**src/rtl/lod_encode_pipe_if.sv**
```systemverilog
// Handshake bundle for the leading-one encoder pipeline.
// The master side is the producer/consumer pair around the block; the slave side is the encoder itself.
interface lod_encode_pipe_if #(
    parameter int WIDTH = 16
);
    localparam int PW = $clog2(WIDTH);

    logic             in_valid;
    logic             in_ready;
    logic [WIDTH-1:0] in_data;
    logic             in_lsb;
    logic             out_valid;
    logic             out_ready;
    logic [PW-1:0]    out_pos;
    logic [WIDTH-2:0] out_frac;
    logic             out_zero;

    modport master (
        output in_valid, in_data, in_lsb, out_ready,
        input  in_ready, out_valid, out_pos, out_frac, out_zero
    );

    modport slave (
        input  in_valid, in_data, in_lsb, out_ready,
        output in_ready, out_valid, out_pos, out_frac, out_zero
    );
endinterface

```
**src/rtl/lod_encode_pipe.sv**
```systemverilog
// Pipelined leading/trailing-one encoder for the logarithmic multiplier datapath.
// Returns the index of the selected one bit and, in leading mode, the MSB-aligned
// bits below it (the Mitchell log mantissa). The encode logic is combinational in
// front of stage 0; LATENCY register stages follow, each with its own valid bit and
// a ready chain so the pipe sustains one result per clock and stalls without loss.
module lod_encode_pipe #(
    parameter int WIDTH   = 16,
    parameter int LATENCY = 2
) (
    input  logic             clk,
    input  logic             rst_n,
    lod_encode_pipe_if.slave bus
);
    localparam int            PW      = $clog2(WIDTH);
    localparam logic [PW-1:0] TOP_POS = PW'(WIDTH - 1);

    // Encoder results for the operand currently on the input
    logic [PW-1:0]    enc_lead;
    logic [PW-1:0]    enc_trail;
    logic [PW-1:0]    enc_pos;
    logic [WIDTH-2:0] enc_frac;
    logic             enc_zero;

    // Stage registers
    logic [LATENCY-1:0] vld;
    logic [PW-1:0]      pos_q  [LATENCY];
    logic [WIDTH-2:0]   frac_q [LATENCY];
    logic [LATENCY-1:0] zero_q;

    // Per-stage load sources: stage 0 takes the encoder, stage k takes stage k-1
    logic [LATENCY-1:0] src_vld;
    logic [PW-1:0]      src_pos  [LATENCY];
    logic [WIDTH-2:0]   src_frac [LATENCY];
    logic [LATENCY-1:0] src_zero;

    // rdy[k] means stage k may load this cycle; rdy[LATENCY] is the consumer
    logic [LATENCY:0] rdy;

    // Priority encode in both directions, then pick by mode; a zero operand leaves both at 0
    always_comb begin
        enc_lead  = '0;
        enc_trail = '0;
        for (int i = 0; i < WIDTH; i++) begin
            if (bus.in_data[i]) enc_lead = PW'(i);
        end
        for (int i = WIDTH - 1; i >= 0; i--) begin
            if (bus.in_data[i]) enc_trail = PW'(i);
        end
        enc_zero = ~|bus.in_data;
        enc_pos  = bus.in_lsb ? enc_trail : enc_lead;
        // Dropping the top data bit before the shift is the same as shifting the
        // full word and discarding the leading one itself.
        enc_frac = bus.in_lsb ? '0 : (bus.in_data[WIDTH-2:0] << (TOP_POS - enc_lead));
    end

    // Ready chain from the consumer back to the input: a stage can load if it is
    // empty or its content is moving on this cycle
    always_comb begin
        rdy          = '0;
        rdy[LATENCY] = bus.out_ready;
        for (int k = LATENCY - 1; k >= 0; k--) begin
            rdy[k] = !vld[k] || rdy[k+1];
        end
    end

    // Route each stage's load source
    always_comb begin
        src_vld     = '0;
        src_zero    = '0;
        for (int k = 0; k < LATENCY; k++) begin
            src_pos[k]  = '0;
            src_frac[k] = '0;
        end
        src_vld[0]  = bus.in_valid;
        src_pos[0]  = enc_pos;
        src_frac[0] = enc_frac;
        src_zero[0] = enc_zero;
        for (int k = 1; k < LATENCY; k++) begin
            src_vld[k]  = vld[k-1];
            src_pos[k]  = pos_q[k-1];
            src_frac[k] = frac_q[k-1];
            src_zero[k] = zero_q[k-1];
        end
    end

    // Stage registers: valid follows upstream whenever the stage loads; payload only
    // moves when it carries a real operand, so bubbles leave old payload in place
    always_ff @(posedge clk or negedge rst_n) begin
        if (!rst_n) begin
            vld    <= '0;
            zero_q <= '0;
            for (int k = 0; k < LATENCY; k++) begin
                pos_q[k]  <= '0;
                frac_q[k] <= '0;
            end
        end else begin
            for (int k = 0; k < LATENCY; k++) begin
                if (rdy[k]) begin
                    vld[k] <= src_vld[k];
                    if (src_vld[k]) begin
                        pos_q[k]  <= src_pos[k];
                        frac_q[k] <= src_frac[k];
                        zero_q[k] <= src_zero[k];
                    end
                end
            end
        end
    end

    assign bus.in_ready  = rdy[0];
    assign bus.out_valid = vld[LATENCY-1];
    // Stale payload behind an empty last stage is masked so the outputs read 0
    assign bus.out_pos   = vld[LATENCY-1] ? pos_q[LATENCY-1]  : '0;
    assign bus.out_frac  = vld[LATENCY-1] ? frac_q[LATENCY-1] : '0;
    assign bus.out_zero  = vld[LATENCY-1] & zero_q[LATENCY-1];

endmodule

```
**src/flat_wrapper.sv**
```systemverilog
// flat-port wrapper written by rule: the top's interface ports become plain ports
module lod_encode_pipe_flat 
#(
    parameter int WIDTH   = 16,
    parameter int LATENCY = 2
)
  (clk, rst_n, bus_in_valid, bus_in_data, bus_in_lsb, bus_out_ready, bus_in_ready, bus_out_valid, bus_out_pos, bus_out_frac, bus_out_zero);
  lod_encode_pipe_if #(.WIDTH(WIDTH)) bus_i ();
  input  logic clk;
  input  logic rst_n;
  input wire logic [$bits(bus_i.in_valid)-1:0] bus_in_valid;
  input wire logic [$bits(bus_i.in_data)-1:0] bus_in_data;
  input wire logic [$bits(bus_i.in_lsb)-1:0] bus_in_lsb;
  input wire logic [$bits(bus_i.out_ready)-1:0] bus_out_ready;
  output wire logic [$bits(bus_i.in_ready)-1:0] bus_in_ready;
  output wire logic [$bits(bus_i.out_valid)-1:0] bus_out_valid;
  output wire logic [$bits(bus_i.out_pos)-1:0] bus_out_pos;
  output wire logic [$bits(bus_i.out_frac)-1:0] bus_out_frac;
  output wire logic [$bits(bus_i.out_zero)-1:0] bus_out_zero;
  assign bus_i.in_valid = bus_in_valid;
  assign bus_i.in_data = bus_in_data;
  assign bus_i.in_lsb = bus_in_lsb;
  assign bus_i.out_ready = bus_out_ready;
  assign bus_in_ready = bus_i.in_ready;
  assign bus_out_valid = bus_i.out_valid;
  assign bus_out_pos = bus_i.out_pos;
  assign bus_out_frac = bus_i.out_frac;
  assign bus_out_zero = bus_i.out_zero;
  lod_encode_pipe #(.WIDTH(WIDTH), .LATENCY(LATENCY)) u_core (.clk(clk), .rst_n(rst_n), .bus(bus_i));
endmodule
```
**config.mk**
```make
export PLATFORM = sky130hd
export DESIGN_NAME = lod_encode_pipe_flat
export DESIGN_NICKNAME = d
export VERILOG_FILES = /design/src/rtl/lod_encode_pipe_if.sv /design/src/rtl/lod_encode_pipe.sv /design/src/flat_wrapper.sv
export SDC_FILE = /design/constraint.sdc
export NUM_CORES = 1
export LEC_CHECK = 0
export CAP_MARGIN = 5
export CORE_UTILIZATION = 30
export CTS_CLUSTER_DIAMETER = 200
export DETAILED_ROUTE_END_ITERATION = 10
export SYNTH_ARGS = -nofsm -noshare
export SYNTH_HDL_FRONTEND = slang
export SYNTH_SLANG_ARGS = --single-unit
export TNS_END_PERCENT = 50
```
**constraint.sdc**
```tcl
create_clock -name clk -period 5.4 [get_ports clk]
set_clock_uncertainty 0.2 [all_clocks]
set_input_delay 0.81 -clock clk [delete_from_list [all_inputs] [get_ports clk]]
set_output_delay 0.81 -clock clk [all_outputs]
set_load 0.1 [all_outputs]
```
# --- Word level (Yosys, flattened, before mapping) ---
# Index checks and enable logic that the tools add are counted.
word_totals:
  inputBits: 21
  wordCells: 54
  out_inout_bits: 22
  register_bits: 42
classes:
  reduce_logical: 8
  bitwise: 1
  mux: 35
  shift: 1
  addsub: 1
op_table:
  columns: ["operator", "count"]
  rows:
  - ["4-bit two-way mux", 32]
  - ["15-bit two-way mux", 2]
  - ["16-bit OR reduction", 1]
  - ["15-bit by 4-bit << shifter with 15-bit output", 1]
  - ["2-bit AND reduction", 2]
  - ["4-bit subtractor (first input constant)", 1]
  - ["1-bit zero test", 3]
  - ["1-bit logical OR", 2]
  - ["1-bit bitwise AND", 1]
  - ["1-bit two-way mux", 1]

# --- Depth between registers and ports, before layout ---
# Gate-level depths: netlist (run 1).
logic_depth:
  ltp_word: 18
  mapped_depth: 9
  ltp_nobuf: 7

# --- Least setup slack after synthesis (run 1) ---
# No wires, ideal clock.
synth_path:
  path_type: "reg2reg"
  from: "register u_core.vld[1]"
  to: "register u_core.frac_q[19] (netlist bit)"
  period_less_slack_ps: 3468
  arrival_ps: 3140
  setup_time_ps: 128
  n_path_buf: 0
  path_slack_ps: 1932
  required_ps: 5072
  stages_incl_launch_ff: 8
  cell_sequence: "dfrtp_1 > nand3b_1 > nand2_1 > nor2_1 > nand2_1 > nor2_1 > a22oi_1 > o21ai_1"
synth_via:
  elab_chain_cells: 4
synth_rtl:
  columns: ["element", "line_no", "rtl"]
  rows:
  - ["from (decl)", "lod_encode_pipe.sv:25", "logic [LATENCY-1:0] vld;"]
  - ["from (signal, indexed assignment)", "lod_encode_pipe.sv:99", "vld[k] <= src_vld[k];"]
  - ["1-bit zero test", "lod_encode_pipe.sv:62", "rdy[k] = !vld[k] || rdy[k+1];"]
  - ["1-bit logical OR (2 in series)", "lod_encode_pipe.sv:62", null]
  - ["net bus_in_ready", "flat_wrapper.sv:15", "output wire logic [$bits(bus_i.in_ready)-1:0] bus_in_ready;"]
  - ["2-bit AND reduction (no line)", null, null]
  - ["to (signal, indexed assignment)", "lod_encode_pipe.sv:102", "frac_q[k] <= src_frac[k];"]
  - ["to (decl)", "lod_encode_pipe.sv:27", "logic [WIDTH-2:0] frac_q [LATENCY];"]
# The timed path passes the listed nets, and every way through them passes these cells.
# A chain may end at the register's enable or synchronous reset.

# --- Final worst setup path (run 1) ---
layout_path:
  from: "input port bus_out_ready"
  to: "output port bus_in_ready"
layout_via:
  elab_chain_cells: 2
layout_rtl:
  columns: ["element", "line_no", "rtl"]
  rows:
  - ["from (decl)", "flat_wrapper.sv:14", "input wire logic [$bits(bus_i.out_ready)-1:0] bus_out_ready;"]
  - ["1-bit logical OR (2 in series)", "lod_encode_pipe.sv:62", null]
  - ["to (decl)", "flat_wrapper.sv:15", null]
# Every way passes these cells.

==> summary.md, run 1 <==
| Metric | Value |
|---|---|
| Net Sw Power | 0.456 mW |
| DIE WIDTH | around 100 um |
| Vias in the first global route | 2,325 |
| Max Freq | between 200 and 300 MHz |
| Fillers | about 920 |
| Final setup viols | 0 |
| Flop2flop setup slack | 2680 ps |
| Avg WL per Cell | between 15 and 20 um |
| H-tree Lvls | 2 |
| Core area | 0.00876 mm2 |
| Yosys cell types | 53 |
| Worst-path clk slew | about 80 ps |
| Primary FF master, synth | dfrtp_1 |
| Post-synthesis register bit count | 42 |
| Worst setup path startpoint | bus_out_ready |
| Mapped Avg Cell Area | 8.83 um2 |
| CTS root buf | clkbuf_8 |
| Normalized max-slew margin | 35.2% |
| Placer Congestion | about 0.94 |
| Post-route antenna net violation count | 0 |
| Sequential cell area | roughly 0.0011 mm2 |
| Worst Path Max Fanout | 4 |
| Syn_nets | 329 |
| Max-cap viol count | 0 |
| Vias per cell | 5.76 |
| Hold_buf cts | 0 |
| Post_cts resized | 0 |
| P_leak | 1.33 nW |
| Synth cell count leaders | dfrtp_1 (42), nand2_1 (32), and2_1 (22), mux2_2 (21) |
| Antenna violations before repair | 0 |
| Initial Utilization | just over 30% |
| Layout cells sized above 1 | 11.1% |
| Pin count of the biggest net entering global routing | 43 |
| Yosys warnings | 0 |
| Post-synth top area share | 38.6% |
| DRC viols | 0 |
| ANT cells | 0 |
| TritonRoute pass-1 iters | 5 |
| Crit end category | output port |
| Tmin final | 3620 ps |
| Period Utilization, post-route | 67.0% |
| Drt total wl | roughly 7.7 mm |
| Combinational Power Share | 40.0% |
| Area contributors post-synth | dfrtp_1 (39%), mux2_2 (8.7%), and2_1 (5.1%) |
| Critical R2R Capture | u_core.frac_q[25] |
| Final Hold Viols | 0 |
| Gr usage total | around 16% |
| Seq pwr share | 34.3% |
| Clock network power share | approximately 26% |
| Area grow syn2layout | 23.2% |
| Hold Crit Start | u_core.pos_q[6] |
| Post-synth EDFFs | 0 |
| Via Count | 2,585 |
| Internal | 0.685 mW |
| Mapped Cells | just over 300 |
| First-pass GRT wire length | 12.3 mm |
| Longest Clk Path Bufs | 2 |
| RSZ-0062 raised after global routing | no |
| CTS tree | built |
| Worst-Margin Slew | around 970 ps |
| Seq/Total Area, Yosys | 38.6% |
| Maximum vdd ir drop | between 0.1 and 0.15 mV |
| CP required | 4390 ps |
| PwrDens | about 340 mW/mm2 |
| Synth async-reset ratio | 100% |
| Clock Sinks | between 40 and 50 |
| Congestion Overflow GR | 0 |
| Status | finished clean |
| TNS Setup | 0 ps |
| Die area | ~0.0095 mm2 |
| Number of DRC markers in iteration 0 | 196 |
| Clock latency on the worst-skew pair | between 200 and 300 ps |
| Critical path data arrival time | 2610 ps |
| CTS buffer count | 5 |
| Overall power | about 1.1 mW |
| Hold WS | 283 ps |
| Worst R2R Path Depth | 8 |
| Worst Path Class, Setup | in -> out |
| Worst reg2reg path startpoint | u_core.vld[1] |
| Multi-input gate area | 0.00156 mm2 |
| Die Y | 97.2 um |
| Critical Path Sink | bus_in_ready |
| Switching share of total power | 40.0% |
| Row cnt | 34 |
| Final max-slew violation count | 0 |
| Buffers on Ports | 42 |
| Count leader, synth | dfrtp_1 |
| Critical Path Start Type | primary input |
| Post-CTS Setup Bufs | 0 |
| DP HPWL | 5.83 mm |
| Synthesized area | 0.00272 mm2 |
| # nets final | 361 |
| Hold crit path type | reg -> reg |
| Synth area leader | dfrtp_1 |
| # IOs | 43 |
==> power groups by stage <==
stage / logic, mW / clock network [mW] / registers [mW]
5_1_grt: 0.479 / 0.311 / 0.398
3_5_place_dp: 0.455 / 0 / 0.399
4_1_cts: 0.456 / 0.302 / 0.392
3_3_place_gp: 0.454 / 0 / 0.397
6_report: 0.456 / 0.293 / 0.392
2_1_floorplan: 0.344 / 0 / 0.390
==> logic make-up after synthesis <==
group                  after synthesis  synth area share [%]
and+or+nand+nor                    118                  22.4
DFF                                 42                  38.6
buffers and inverters               27                  3.86
muxes                               21                  8.69
AOI/OAI and AO/OA                  100                  26.4
==> critical path, stage by stage <==
cell and delay (ps):
clkdlybuf4s50_1 460, nand3b_1 170, clkdlybuf4s50_1 1160
==> final cells by class <==
class                   count  share of cell area (%)
inverters                   7                   0.784
repair buffers             45                    13.1
clock buffers               5                    2.05
well taps                 108                    4.03
flip-flops and latches     42                    31.4
clock inverters             3                    2.05
multi-input cells         239                    46.7
==> stage by stage <==
stage | instances | util (%) | cell area (um2) | setup slack (ps)
floorplan | 308 | - | 2720 | 1930
global placement | 441 | 36.7 | 3210 | 1750
detailed placement | 441 | 36.7 | 3210 | 1740
CTS | 449 | 38.2 | 3350 | 1780
global route | 449 | 38.2 | 3350 | 1730
finish | 449 | 38.2 | 3350 | 1780
==> metal layers <==
metal  up-vias  GRT usage [%]  wire length, um
met4         0           4.75              131
met5         -              0                0
met1      1241           23.2             3600
met2       108           25.0             3470
li1       1222              -                -
met3        14           2.23              470
==> worst min path at each step <==
stage                            end  slack (ps)  cells after the start
global placement    u_core.zero_q[0]         260                      2
global route         u_core.pos_q[6]         300                      1
floorplan           u_core.zero_q[0]         240                      2
detailed placement   u_core.pos_q[6]         270                      1
finish               u_core.pos_q[6]         280                      1
CTS                  u_core.pos_q[6]         290                      1
==> sequential cells by signal, indices dropped and copies added (netlist names) <==
| name | flops |
|---|---|
| u_core.frac_q | 30 |
| u_core.zero_q | 2 |
| u_core.vld | 2 |
| u_core.pos_q | 8 |
==> cells in the final DEF, fill, tap and decap left out, drive strengths merged, types with 4 or more instances in the layout <==
master         Yosys  layout
a221oi             5       5
nor4               5       5
nand2b             7       7
a22oi              4       4
and2              22      22
o21ai             23      23
dfrtp             42      42
nor2b              4       4
nor2              18      18
nor3               8       8
a211o              4       4
a21oi             10      10
a211oi             9       9
clkbuf            17       5
o2111ai            4       4
clkdlybuf4s50      0      41
nand2             32      32
buf                3       4
o211ai            13      13
inv                7       7
nand4              5       5
mux2              21      21
nand3              7       7
(Power assumes the default switching activity.)
==> inputs of run 2 (changes only) <==
Clock period 5.4 ns to 3.2 ns, I/O delays scaled along.
==> run 2 against run 1 <==
Net effect:
- total power rose by 62%
- sequential power rose by 69%
- count of clock-buffer cells in the layout rose by 2
==> summary.md, run 2 (same netlist as run 1, synthesis figures left out) <==
| Metric | Value |
|---|---|
| Die area | 0.00945 mm2 (unchanged) |
| CP required | 3160 ps (-1230 ps) |
| Max-cap viol count | 0 (unchanged) |
| Gr usage total | 17.0% (+0.90 points) |
| Hold WS | 119 ps (-164 ps) |
| Final setup viols | 0 (unchanged) |
| Layout cells sized above 1 | 24.2% (+13 points) |
| Met3 routed WL | 393 um (-16%) |
| Largest register FFs | 30 (unchanged) |
| M1 WL | 3.74 mm (+4.0%) |
| Area grow syn2layout | 28.7% |
| Critical path data arrival time | 2890 ps (+280 ps) |
| # nets final | 392 (+8.6%) |
| Highest Signal Layer | met4 |
| Max Freq | around 340 MHz |
| Row cnt | 34 (unchanged) |
| ANT cells | 0 (unchanged) |
| P_leak | 1.50 nW (+13%) |
| Hold crit path type | in -> async |
| DRC viols | 0 (unchanged) |
| Worst Path Buf+Inv | 2 (unchanged) |
| Tmin final | 2930 ps |
| Core area | 0.00876 mm2 (unchanged) |
| DP HPWL | 6.11 mm (+4.8%) |
| Hold_buf cts | 0 (unchanged) |
| Normalized max-slew margin | 39.1% (+4.0 points) |
| Commonest cells after routing, fill and taps aside | buf_4 (56), dfrtp_1 (41), nand2_1 (32) |
| Crit-path cells | clkdlybuf4s50_1 > nor2b_1 > o21ai_0 > o21ai_0 > a2111oi_0 > a31oi_1 > buf_4 > a32oi_1 > o211ai_1 |
| Most common cell after layout, fill and taps aside | buf_4 |
| Most used cell, CP | o21ai_0 |
| CTS tree | built |
| Worst-path clk slew | 80 ps (about the same) |
| Cell family with most CP delay | compound AO/OA/AOI/OAI gates |
| CTS root buf | clkbuf_8 |
| Via Count | 2,642 (+2.2%) |
| Congestion Overflow GR | 0 (unchanged) |
| Final core utilization | 39.9% (+1.7 points) |
| CTS buffer count | 5 (unchanged) |
| H-tree Lvls | 2 (unchanged) |
| Drt total wl | 7.88 mm (+2.7%) |
| Avg WL per Cell | 16.4 um (-3.9%) |
| Pin count of the biggest net entering global routing | 43 (unchanged) |
| # IOs | 43 (unchanged) |
| Longest Clk Path Bufs | 2 (unchanged) |
| Worst Path Class, Setup | in -> reg |
| Post-route antenna net violation count | 0 (unchanged) |
| PwrDens | 529 mW/mm2 (+55%) |
| Top reg by flops | u_core.frac_q |
| Placer Congestion | 0.911 (-3.1%) |
| TNS Setup | 0 ps (unchanged) |
| Number of DRC markers in iteration 0 | 161 (-18%) |
| Status | finished clean |
| Worst-Margin Slew | 913 ps (-56.3 ps) |
| Buffers on Ports | 42 (unchanged) |
| Antenna violations before repair | 0 (unchanged) |
| Fillers | 907 (-1.3%) |
| Post-CTS Setup Bufs | 0 (unchanged) |
| Post_cts resized | 0 (unchanged) |
| Die Y | 97.2 um (unchanged) |
| First-pass GRT wire length | 12.9 mm (+4.6%) |
| Vias per cell | 5.50 (-4.4%) |
| Slowest Stage Delay on Critical Path | 620 ps (-540 ps) |
| Worst Path Max Fanout | 7 (+3) |
| Clock Sinks | 42 (unchanged) |
| Critical Path Start Type | primary input |
| Final max-slew violation count | 0 (unchanged) |
| Flop2flop setup slack | 1030 ps (-1650 ps) |
| Crit end category | flop |
| Final Hold Viols | 0 (unchanged) |
| Maximum vdd ir drop | 0.229 mV (+82%) |
| Initial Utilization | 31.0% (unchanged) |
| DIE WIDTH | 97.2 um (unchanged) |
| Largest regs | u_core.frac_q (30), u_core.pos_q (8) |
| TritonRoute pass-1 iters | 5 (unchanged) |
| Period Utilization, post-route | between 90% and 100% |
| RSZ-0062 raised after global routing | no |
| Clock latency on the worst-skew pair | 290 ps (about the same) |
| Vias in the first global route | 2,487 (+7.0%) |
| DR WL met2 | 3.58 mm (+3.2%) |
| Slowest cell on crit path | clkdlybuf4s50_1 |
==> run 2: layout make-up <==
cell class              instances  area [um2]  area share, %
multi-input cells             239        1560           44.7
clock buffers                   7        76.3           2.18
inverters                       7        26.3          0.751
clock inverters                 1        30.0          0.858
flip-flops and latches         42        1050           30.1
repair buffers                 76         616           17.6
well taps                     108         135           3.86
==> run 2: final timing paths <==
| kind | from | end | cells past startpoint |
|---|---|---|---|
| setup / recovery | bus_in_data[9] | u_core.frac_q[26] | 9 |
| hold / removal | rst_n | u_core.pos_q[0] | 1 |
| setup reg to reg | u_core.vld[1] | u_core.frac_q[25] | 8 |
| hold reg to reg | u_core.pos_q[7] | u_core.pos_q[7] | 1 |
| max in group asynchronous | rst_n | u_core.vld[1] | 1 |
| min in group clk | u_core.pos_q[7] | u_core.pos_q[7] | 1 |
==> run 2: power breakdown <==
group	internal, mW	total [mW]	switching [mW]
Sequential	0.615	0.661	0.0460
Clock	0.233	0.403	0.169
Combinational	0.240	0.788	0.548
Total	1.09	1.85	0.764
==> run 2: metrics by stage <==
step / cell area [um2] / setup WS, ps / std cells / power, mW
floorplan: 2720 / 73.4 / 308 / 1.24
global placement: 3390 / 15.5 / 472 / 1.45
detailed placement: 3390 / 61.3 / 472 / 1.46
CTS: 3500 / 340 / 480 / 1.86
global route: 3500 / 116 / 480 / 1.94
finish: 3500 / 271 / 480 / 1.85
==> run 2: metal layers <==
| layer | vias to the layer above | track usage, % |
|---|---|---|
| met5 | - | 0 |
| met4 | 0 | 6.22 |
| met3 | 12 | 2.37 |
| met1 | 1241 | 24.2 |
| li1 | 1287 | - |
| met2 | 102 | 26.1 |
